**config.mk**
```make
export PLATFORM = sky130hd
export DESIGN_NAME = sram_rr_arbiter
export DESIGN_NICKNAME = d
export VERILOG_FILES = /design/src/rtl/sram_rr_arbiter.sv
export SDC_FILE = /design/constraint.sdc
export NUM_CORES = 1
export LEC_CHECK = 0
export CAP_MARGIN = 25
export CORE_MARGIN = 4
export CORE_UTILIZATION = 18
export DETAILED_ROUTE_END_ITERATION = 10
export GPL_TIMING_DRIVEN = 1
export PLACE_DENSITY = 0.78
export SLEW_MARGIN = 15
export SYNTH_ARGS = -nofsm -noshare
export SYNTH_HDL_FRONTEND = slang
export SYNTH_SLANG_ARGS = --single-unit
```
**constraint.sdc**
```tcl
create_clock -name i_clk -period 2 [get_ports i_clk]
set_input_delay 0.3 -clock i_clk [delete_from_list [all_inputs] [get_ports i_clk]]
set_output_delay 0.3 -clock i_clk [all_outputs]
set_load 0.05 [all_outputs]
```
**src/rtl/sram_rr_arbiter.sv**
```systemverilog
// Round-robin arbiter sharing one single-port SRAM among REQUESTERS clients.
// Define SRAM_ARB_INIT_EN to clear the whole SRAM with a write sweep after reset.
module sram_rr_arbiter #(
    parameter int REQUESTERS = 2,
    parameter int WIDTH      = 32,
    parameter int DEPTH      = 8,
    localparam int AW        = $clog2(DEPTH)
) (
    input  logic                  i_clk,
    input  logic                  i_rst,
    input  logic [REQUESTERS-1:0] i_req_valid,
    input  logic [REQUESTERS-1:0] i_req_w_e,
    input  logic [AW-1:0]         i_req_addr   [REQUESTERS],
    input  logic [WIDTH-1:0]      i_req_w_data [REQUESTERS],
    output logic [REQUESTERS-1:0] o_req_ready,
    output logic [REQUESTERS-1:0] o_rsp_valid,
    output logic [WIDTH-1:0]      o_rsp_data,
    output logic                  o_sram_e,
    output logic                  o_sram_w_e,
    output logic [AW-1:0]         o_sram_addr,
    output logic [WIDTH-1:0]      o_sram_w_data,
    input  logic [WIDTH-1:0]      i_sram_r_data,
    output logic                  o_busy
);

    localparam int PW = (REQUESTERS > 1) ? $clog2(REQUESTERS) : 1;

    logic [PW-1:0]         rr_ptr_q, rr_ptr_d;
    logic [REQUESTERS-1:0] rsp_pend_q, rsp_pend_d;
    logic [REQUESTERS-1:0] grant_oh;
    logic [PW-1:0]         grant_idx;
    logic                  grant_found;
    logic                  run;
    logic                  xfer;

`ifdef SRAM_ARB_INIT_EN
    typedef enum logic {INIT, RUN} state_e;

    state_e        state_q, state_d;
    logic [AW-1:0] init_cnt_q, init_cnt_d;

    always_ff @(posedge i_clk or posedge i_rst) begin
        if (i_rst) begin
            state_q    <= INIT;
            init_cnt_q <= '0;
        end else begin
            state_q    <= state_d;
            init_cnt_q <= init_cnt_d;
        end
    end

    always_comb begin
        state_d    = state_q;
        init_cnt_d = init_cnt_q;
        if (state_q == INIT) begin
            init_cnt_d = init_cnt_q + AW'(1);
            if (init_cnt_q == AW'(DEPTH - 1)) begin
                state_d = RUN;
            end
        end
    end

    assign run    = (state_q == RUN);
    assign o_busy = ~run;
`else
    assign run    = 1'b1;
    assign o_busy = 1'b0;
`endif

    // First pass covers rr_ptr..REQUESTERS-1, second pass wraps around to 0.
    always_comb begin
        grant_found = 1'b0;
        grant_idx   = '0;
        grant_oh    = '0;
        for (int k = 0; k < REQUESTERS; k++) begin
            if (!grant_found && i_req_valid[k] && (k >= int'(rr_ptr_q))) begin
                grant_found = 1'b1;
                grant_idx   = PW'(k);
                grant_oh[k] = 1'b1;
            end
        end
        for (int k = 0; k < REQUESTERS; k++) begin
            if (!grant_found && i_req_valid[k]) begin
                grant_found = 1'b1;
                grant_idx   = PW'(k);
                grant_oh[k] = 1'b1;
            end
        end
    end

    assign xfer        = run & grant_found;
    assign o_req_ready = run ? grant_oh : '0;

    always_comb begin
        rr_ptr_d   = rr_ptr_q;
        rsp_pend_d = '0;
        if (xfer) begin
            rr_ptr_d = (grant_idx == PW'(REQUESTERS - 1)) ? '0 : grant_idx + PW'(1);
            if (!i_req_w_e[grant_idx]) begin
                rsp_pend_d = grant_oh;
            end
        end
    end

    always_ff @(posedge i_clk or posedge i_rst) begin
        if (i_rst) begin
            rr_ptr_q   <= '0;
            rsp_pend_q <= '0;
        end else begin
            rr_ptr_q   <= rr_ptr_d;
            rsp_pend_q <= rsp_pend_d;
        end
    end

    always_comb begin
        o_sram_e      = xfer;
        o_sram_w_e    = xfer & i_req_w_e[grant_idx];
        o_sram_addr   = i_req_addr[grant_idx];
        o_sram_w_data = i_req_w_data[grant_idx];
`ifdef SRAM_ARB_INIT_EN
        if (!run) begin
            o_sram_e      = 1'b1;
            o_sram_w_e    = 1'b1;
            o_sram_addr   = init_cnt_q;
            o_sram_w_data = '0;
        end
`endif
    end

    assign o_rsp_valid = rsp_pend_q;
    assign o_rsp_data  = i_sram_r_data;

endmodule

```
==> metrics.yaml, run 1 <==
synth:
  synth.avg_cell_area_um2: 9.54
  ys_warn_count: 0
  muxShareOfSynthArea_pct: 48.0
  synth_top_family_by_area: "multiplexers"
  ys_seq_area_share_pct: 9.15
  synth-xor-area-share_pct: 0
  synth.top_cells.by_area: "mux2_2, buf_4, dfrtp_1"
  yosysTopAreaCellShare_pct: 43.9
  syn_nets: 194
  yosysTopAreaCell: "mux2_2"
  synth_cell_types: 14
  yosys.area_share.simple_pct: 2.44
  synth_compound_area_share_pct: 4.27
  ys_ff_latch: 3
  syn_inst: 86
  netlist_area_um2: 821
  yosys.area_share.adder_pct: 0
floorplan:
  die_h_um: 75.5
  start_util_pct: 18.7
  num_rows: 24
  fp.dieArea_um2: 5700
  die_w_um: 75.5
  top_level_ports: 182
  core_um2: 4380
sta:
  skew_ps: 4.02
  rsz0062_at_grt: "true"
  setup_viol: 0
  worst_slew_pin_slew_ps: 512
  slew_headroom_pct: 65.7
  holdWs_ps: 250
  max_freq_mhz: 509
  fin_setup_tns_ps: 0
  hold_viol: 0
  slew_viol_final: 0
  period_share_pct: 98.2
  post-route-min-period_ps: 1960
final_layout:
  fillCellCount: 422
  synthToLayoutAreaGrowth_pct: 147
  mostFrequentLayoutCell: "clkdlybuf4s50_1"
  final_cell_mix: "clkdlybuf4s50_1, mux2_2, buf_6"
  register_area_um2: 76.3
  final_nets: 292
  drive_gt1_share_pct: 50.8
  antennaDiodeCount: 0
  multi_input_area_um2: 464
clock_network:
  clk_path_buf_depth: 2
  cts_tree: "done"
  cts_buffers: 3
  clkTransAtPathRegs_ps: 30
  cts-root-buf: "clkbuf_8"
  clock_latency_ps: 210
  clock-sinks: 3
  cts_htree_levels: 1
  ctsHoldBuffers: 0
flow_run:
  cap_viol_max_count: 0
route:
  post_drt_via_cell_ratio: 4.18
  routed_wl_um: 3390
  wl_per_cell_um: 14.4
  drtIter0Drc: 14
  vias: 983
  drc: 0
  ant_nets: 0
  first_pass_iters: 2
setup_path:
  reg2reg_slack_ps: 890
  arrival_ps: 1660
  worstSetupPathType: "flop to output port"
  rr_worst_depth: 4
  worstPathMaxFanout: 7
  r2r_end: "o_rsp_valid[1]$_DFF_PP0_"
  cp-start-kind: "flop"
  timing.rr.start: "rr_ptr_q$_DFFE_PP0P_"
  critPathRequiredTime_ps: 1700
  critPathCaptureType: "output port"
global_route:
  antenna_found_initial: 0
  grt_max_degree: 12
  grt_first_pass_wirelength_um: 4360
  grt-ovfl-total: 0
  grt_use_total_pct: 10.1
  first_global_vias: 976
place:
  gp_congestion: 0.745
  dp_hpwl_um: 2670
  numPortBuffers: 116
pwr:
  power_mw: 1.05
  powerDensity_nw_per_um2: 517
  ir_drop_mv: 0.154
  p_leak_nw: 0.879
min_path:
  hp-class: "input pin to async pin"
outcome:
  status: "completed"
-- through the flow --
step                utilization (%)  std cells  setup slack (ps)  cell area [µm²]
floorplan                         -         86               204              825
detailed placement             40.4        223              -114             1770
finish                         46.3        235              36.6             2030
CTS                            45.8        232             -12.9             2010
global route                   46.3        235             -10.8             2030
global placement               40.4        223              -119             1770
-- how the worst max path moves through the flow --
stage / cells after the start / to / from
finish: 5 / o_sram_w_data[26] / rr_ptr_q$_DFFE_PP0P_
global placement: 6 / o_sram_addr[0] / i_req_valid[0]
CTS: 5 / o_sram_w_data[11] / rr_ptr_q$_DFFE_PP0P_
detailed placement: 6 / o_sram_addr[0] / i_req_valid[0]
global route: 5 / o_sram_w_data[11] / rr_ptr_q$_DFFE_PP0P_
floorplan: 2 / o_sram_w_e / rr_ptr_q$_DFFE_PP0P_
-- where the power goes --
group          switching (mW)  internal, mW
clock                  0.0380         0.136
sequential            0.00549        0.0672
combinational           0.404         0.398
total                   0.447         0.601
-- layout make-up --
| type | instances | share of cell area, % |
|---|---|---|
| Multi-Input combinational cell | 44 | 22.9 |
| Tap cell | 52 | 3.21 |
| Inverter | 3 | 0.555 |
| Timing Repair Buffer | 129 | 67.4 |
| Sequential cell | 3 | 3.76 |
| Clock buffer | 4 | 2.22 |
-- state kept, by name (all words and copies together), names as in the netlist --
signal and cells:
o_rsp_valid 2, rr_ptr_q 1
-- worst max-delay path: stages, from the launching register on --
cell and delay [ps]:
dfrtp_2 430, o21ai_4 160, buf_6 120, bufbuf_16 250
mux2_2 340, buf_6 150
-- layer usage --
metal	vias to the layer above	routed length, µm	track usage [%]
li1	452	-	-
met1	451	920	8.73
met2	70	1880	20.0
met3	10	513	4.09
met4	0	77	4.47
met5	-	0	0
-- synthesized netlist by cell type --
| cell type | n |
|---|---|
| inv_1 | 1 |
| dfrtp_1 | 3 |
| mux2_2 | 32 |
| buf_4 | 33 |
| o21ai_4 | 1 |
| buf_6 | 3 |
| nor2_1 | 2 |
| or2_2 | 1 |
| a21oi_1 | 2 |
| nor2b_1 | 1 |
| a22o_1 | 1 |
| conb_1 | 1 |
| inv_2 | 2 |
| mux2_1 | 3 |
-- kinds of logic after synthesis --
group / Yosys count
and+or+nand+nor: 4
other: 1
DFF: 3
muxes: 35
AOI/OAI and AO/OA: 4
buffers and inverters: 39
-- what timing repair did --
item	in CTS	in global routing
pin swaps	1	1
resized for setup	33	0
endpoints found under the setup margin	36	6
buffers inserted	3	3
gates cloned	2	0
(Power assumes the default switching activity.)
==> inputs of run 2 (changes only) <==
--- a/config.mk
+++ b/config.mk
@@ -6,11 +6,12 @@
 export NUM_CORES = 1
 export LEC_CHECK = 0
 export CAP_MARGIN = 25
-export CORE_MARGIN = 4
-export CORE_UTILIZATION = 18
+export CORE_AREA = 4 4 68 70
 export DETAILED_ROUTE_END_ITERATION = 10
+export DIE_AREA = 0 0 72 74
+export DONT_BUFFER_PORTS = 1
 export GPL_TIMING_DRIVEN = 1
-export PLACE_DENSITY = 0.78
+export PLACE_DENSITY = 0.3
 export SLEW_MARGIN = 15
 export SYNTH_ARGS = -nofsm -noshare
 export SYNTH_HDL_FRONTEND = slang
==> run 2 against run 1 <==
- clock power barely moved
- critical endpoint is now o_sram_w_data[7]
- largest cell class is now multi-input gates
- maximum frequency rose by 2.2%
- utilization fell by 28 points
- power fell by 34%
- register-to-register slack barely moved
- wire length fell by 29%
- global-route usage fell by 3.0 points
- clock-buffer cell count did not move
- largest power group unchanged
==> metrics.yaml, run 2 (same netlist as run 1, synthesis figures left out) <==
setup_path:
  worstPathMaxFanout: 17
  cpMostUsedCell: "buf_4"
  arrival_ps: 1620
  cp-start-kind: "flop"
  max_stage_delay_ps: 420
  rr_worst_depth: 3
  cp_top_family: "buffers and inverters"
  critPathRequiredTime_ps: 1700
  crit_chain: "o21ai_4 > buf_4 > mux2_1 > buf_4"
  crit_buf_inv: 2
  worstSetupPathType: "flop to output port"
  critPathCaptureType: "output port"
  critical_path.slowest_cell: "dfrtp_1"
  path_depth: 4
flow_run:
  cap_viol_max_count: 0
clock_network:
  cts_buffers: 3
  cts-root-buf: "clkbuf_8"
  clk_path_buf_depth: 2
  cts_setup_buffers: 0
  cts_htree_levels: 1
  cts_tree: "done"
  clock_latency_ps: 210
  clkTransAtPathRegs_ps: 30
  clock-sinks: 3
sta:
  hold_viol: 0
  setup_viol: 0
  slew_viol_final: 0
  rsz0062_at_grt: "false"
  skew_ps: 1.77
  max_freq_mhz: 521
  post-route-min-period_ps: 1920
  worst_slew_pin_slew_ps: 511
  slew_headroom_pct: 66.1
  holdWs_ps: 154
  fin_setup_tns_ps: 0
  finalWorstSetupSlack_ps: 78.9
  period_share_pct: 96.1
final_layout:
  fillCellCount: 443
  final_nets: 171
  register_area_um2: 75.1
  final_core_util_pct: 18.3
  final_cell_mix: "mux2_2, buf_4, mux2_1, clkbuf_8, dfrtp_1"
  drive_gt1_share_pct: 75.8
  mostFrequentLayoutCell: "mux2_2"
  antennaDiodeCount: 0
  multi_input_area_um2: 457
  synthToLayoutAreaGrowth_pct: -11.6
  largest_register_ffs: 2
route:
  post_drt_via_cell_ratio: 4.80
  drtIter0Drc: 12
  first_pass_iters: 2
  ant_nets: 0
  drc: 0
  routed_wl_um: 2410
  vias: 538
  wl_per_cell_um: 21.5
global_route:
  first_global_vias: 528
  grt_use_total_pct: 7.14
  grt-ovfl-total: 0
  grt_first_pass_wirelength_um: 2800
  grt_max_degree: 21
  antenna_found_initial: 0
place:
  dpl_worst_slack_ps: 288
  numPortBuffers: 0
  dp_hpwl_um: 2200
  gp_congestion: 0.680
pwr:
  p_leak_nw: 0.280
  powerDensity_nw_per_um2: 952
  ir_drop_mv: 0.297
min_path:
  hp-class: "input pin to flop"
  holdPathStages: 1
floorplan:
  fp.dieArea_um2: 5330
  die_w_um: 72
  die_h_um: 74
  top_level_ports: 182
  start_util_pct: 20.7
  num_rows: 23
  core_um2: 3970
outcome:
  status: "completed"
-- run 2: per-layer routing --
| layer | wire [µm] | global-route usage, % | up-vias |
|---|---|---|---|
| met5 | 0 | 0 | - |
| met4 | 39 | 3.97 | 0 |
| met3 | 444 | 4.32 | 12 |
| met2 | 1320 | 13.4 | 88 |
| met1 | 601 | 5.74 | 229 |
| li1 | - | - | 209 |
-- run 2: timing repair --
action	4_1_cts	5_1_grt
gates resized for setup	0	0
hold endpoints to repair	3	0
hold buffers	1	0
-- run 2: where the power goes --
part           leakage (nW)  switching (mW)  internal (mW)
logic                 0.220           0.337          0.101
clock network        0.0228          0.0361          0.136
registers            0.0377          0.0152         0.0665
-- run 2: per-stage QoR --
step	instance area, µm²	total power [mW]	cells
3_3_place_gp	671	0.522	107
6_report	726	0.691	112
5_1_grt	726	0.719	112
4_1_cts	726	0.704	112
2_1_floorplan	825	0.659	86
3_5_place_dp	671	0.523	107
-- run 2: cell type report --
class | count | share of cell area (%)
multi-input cells | 44 | 62.9
flip-flops and latches | 3 | 10.3
repair buffers | 8 | 10.3
well taps | 50 | 8.62
clock buffers | 4 | 6.21
inverters | 3 | 1.55
-- run 2: path summary, 6_finish.rpt --
| check | start | endpoint | slack (ps) |
|---|---|---|---|
| max in group asynchronous | i_rst | o_rsp_valid[1]$_DFF_PP0_ | 1480 |
| worst max register to register | rr_ptr_q$_DFFE_PP0P_ | o_rsp_valid[0]$_DFF_PP0_ | 900 |
| worst min register to register | rr_ptr_q$_DFFE_PP0P_ | rr_ptr_q$_DFFE_PP0P_ | 570 |
| worst max-delay path | rr_ptr_q$_DFFE_PP0P_ | o_sram_w_data[7] | 80 |
| min in group asynchronous | i_rst | rr_ptr_q$_DFFE_PP0P_ | 400 |
| worst min-delay path | i_req_w_e[1] | o_rsp_valid[1]$_DFF_PP0_ | 150 |
-- run 2: worst register-to-register path: cells and delay by family, from the launching register on --
kind,cells,cell delay (ps)
AO/OA/AOI/OAI,1,180
AND/OR/NAND/NOR,1,180
flip-flops,1,420
buffers and inverters,1,230
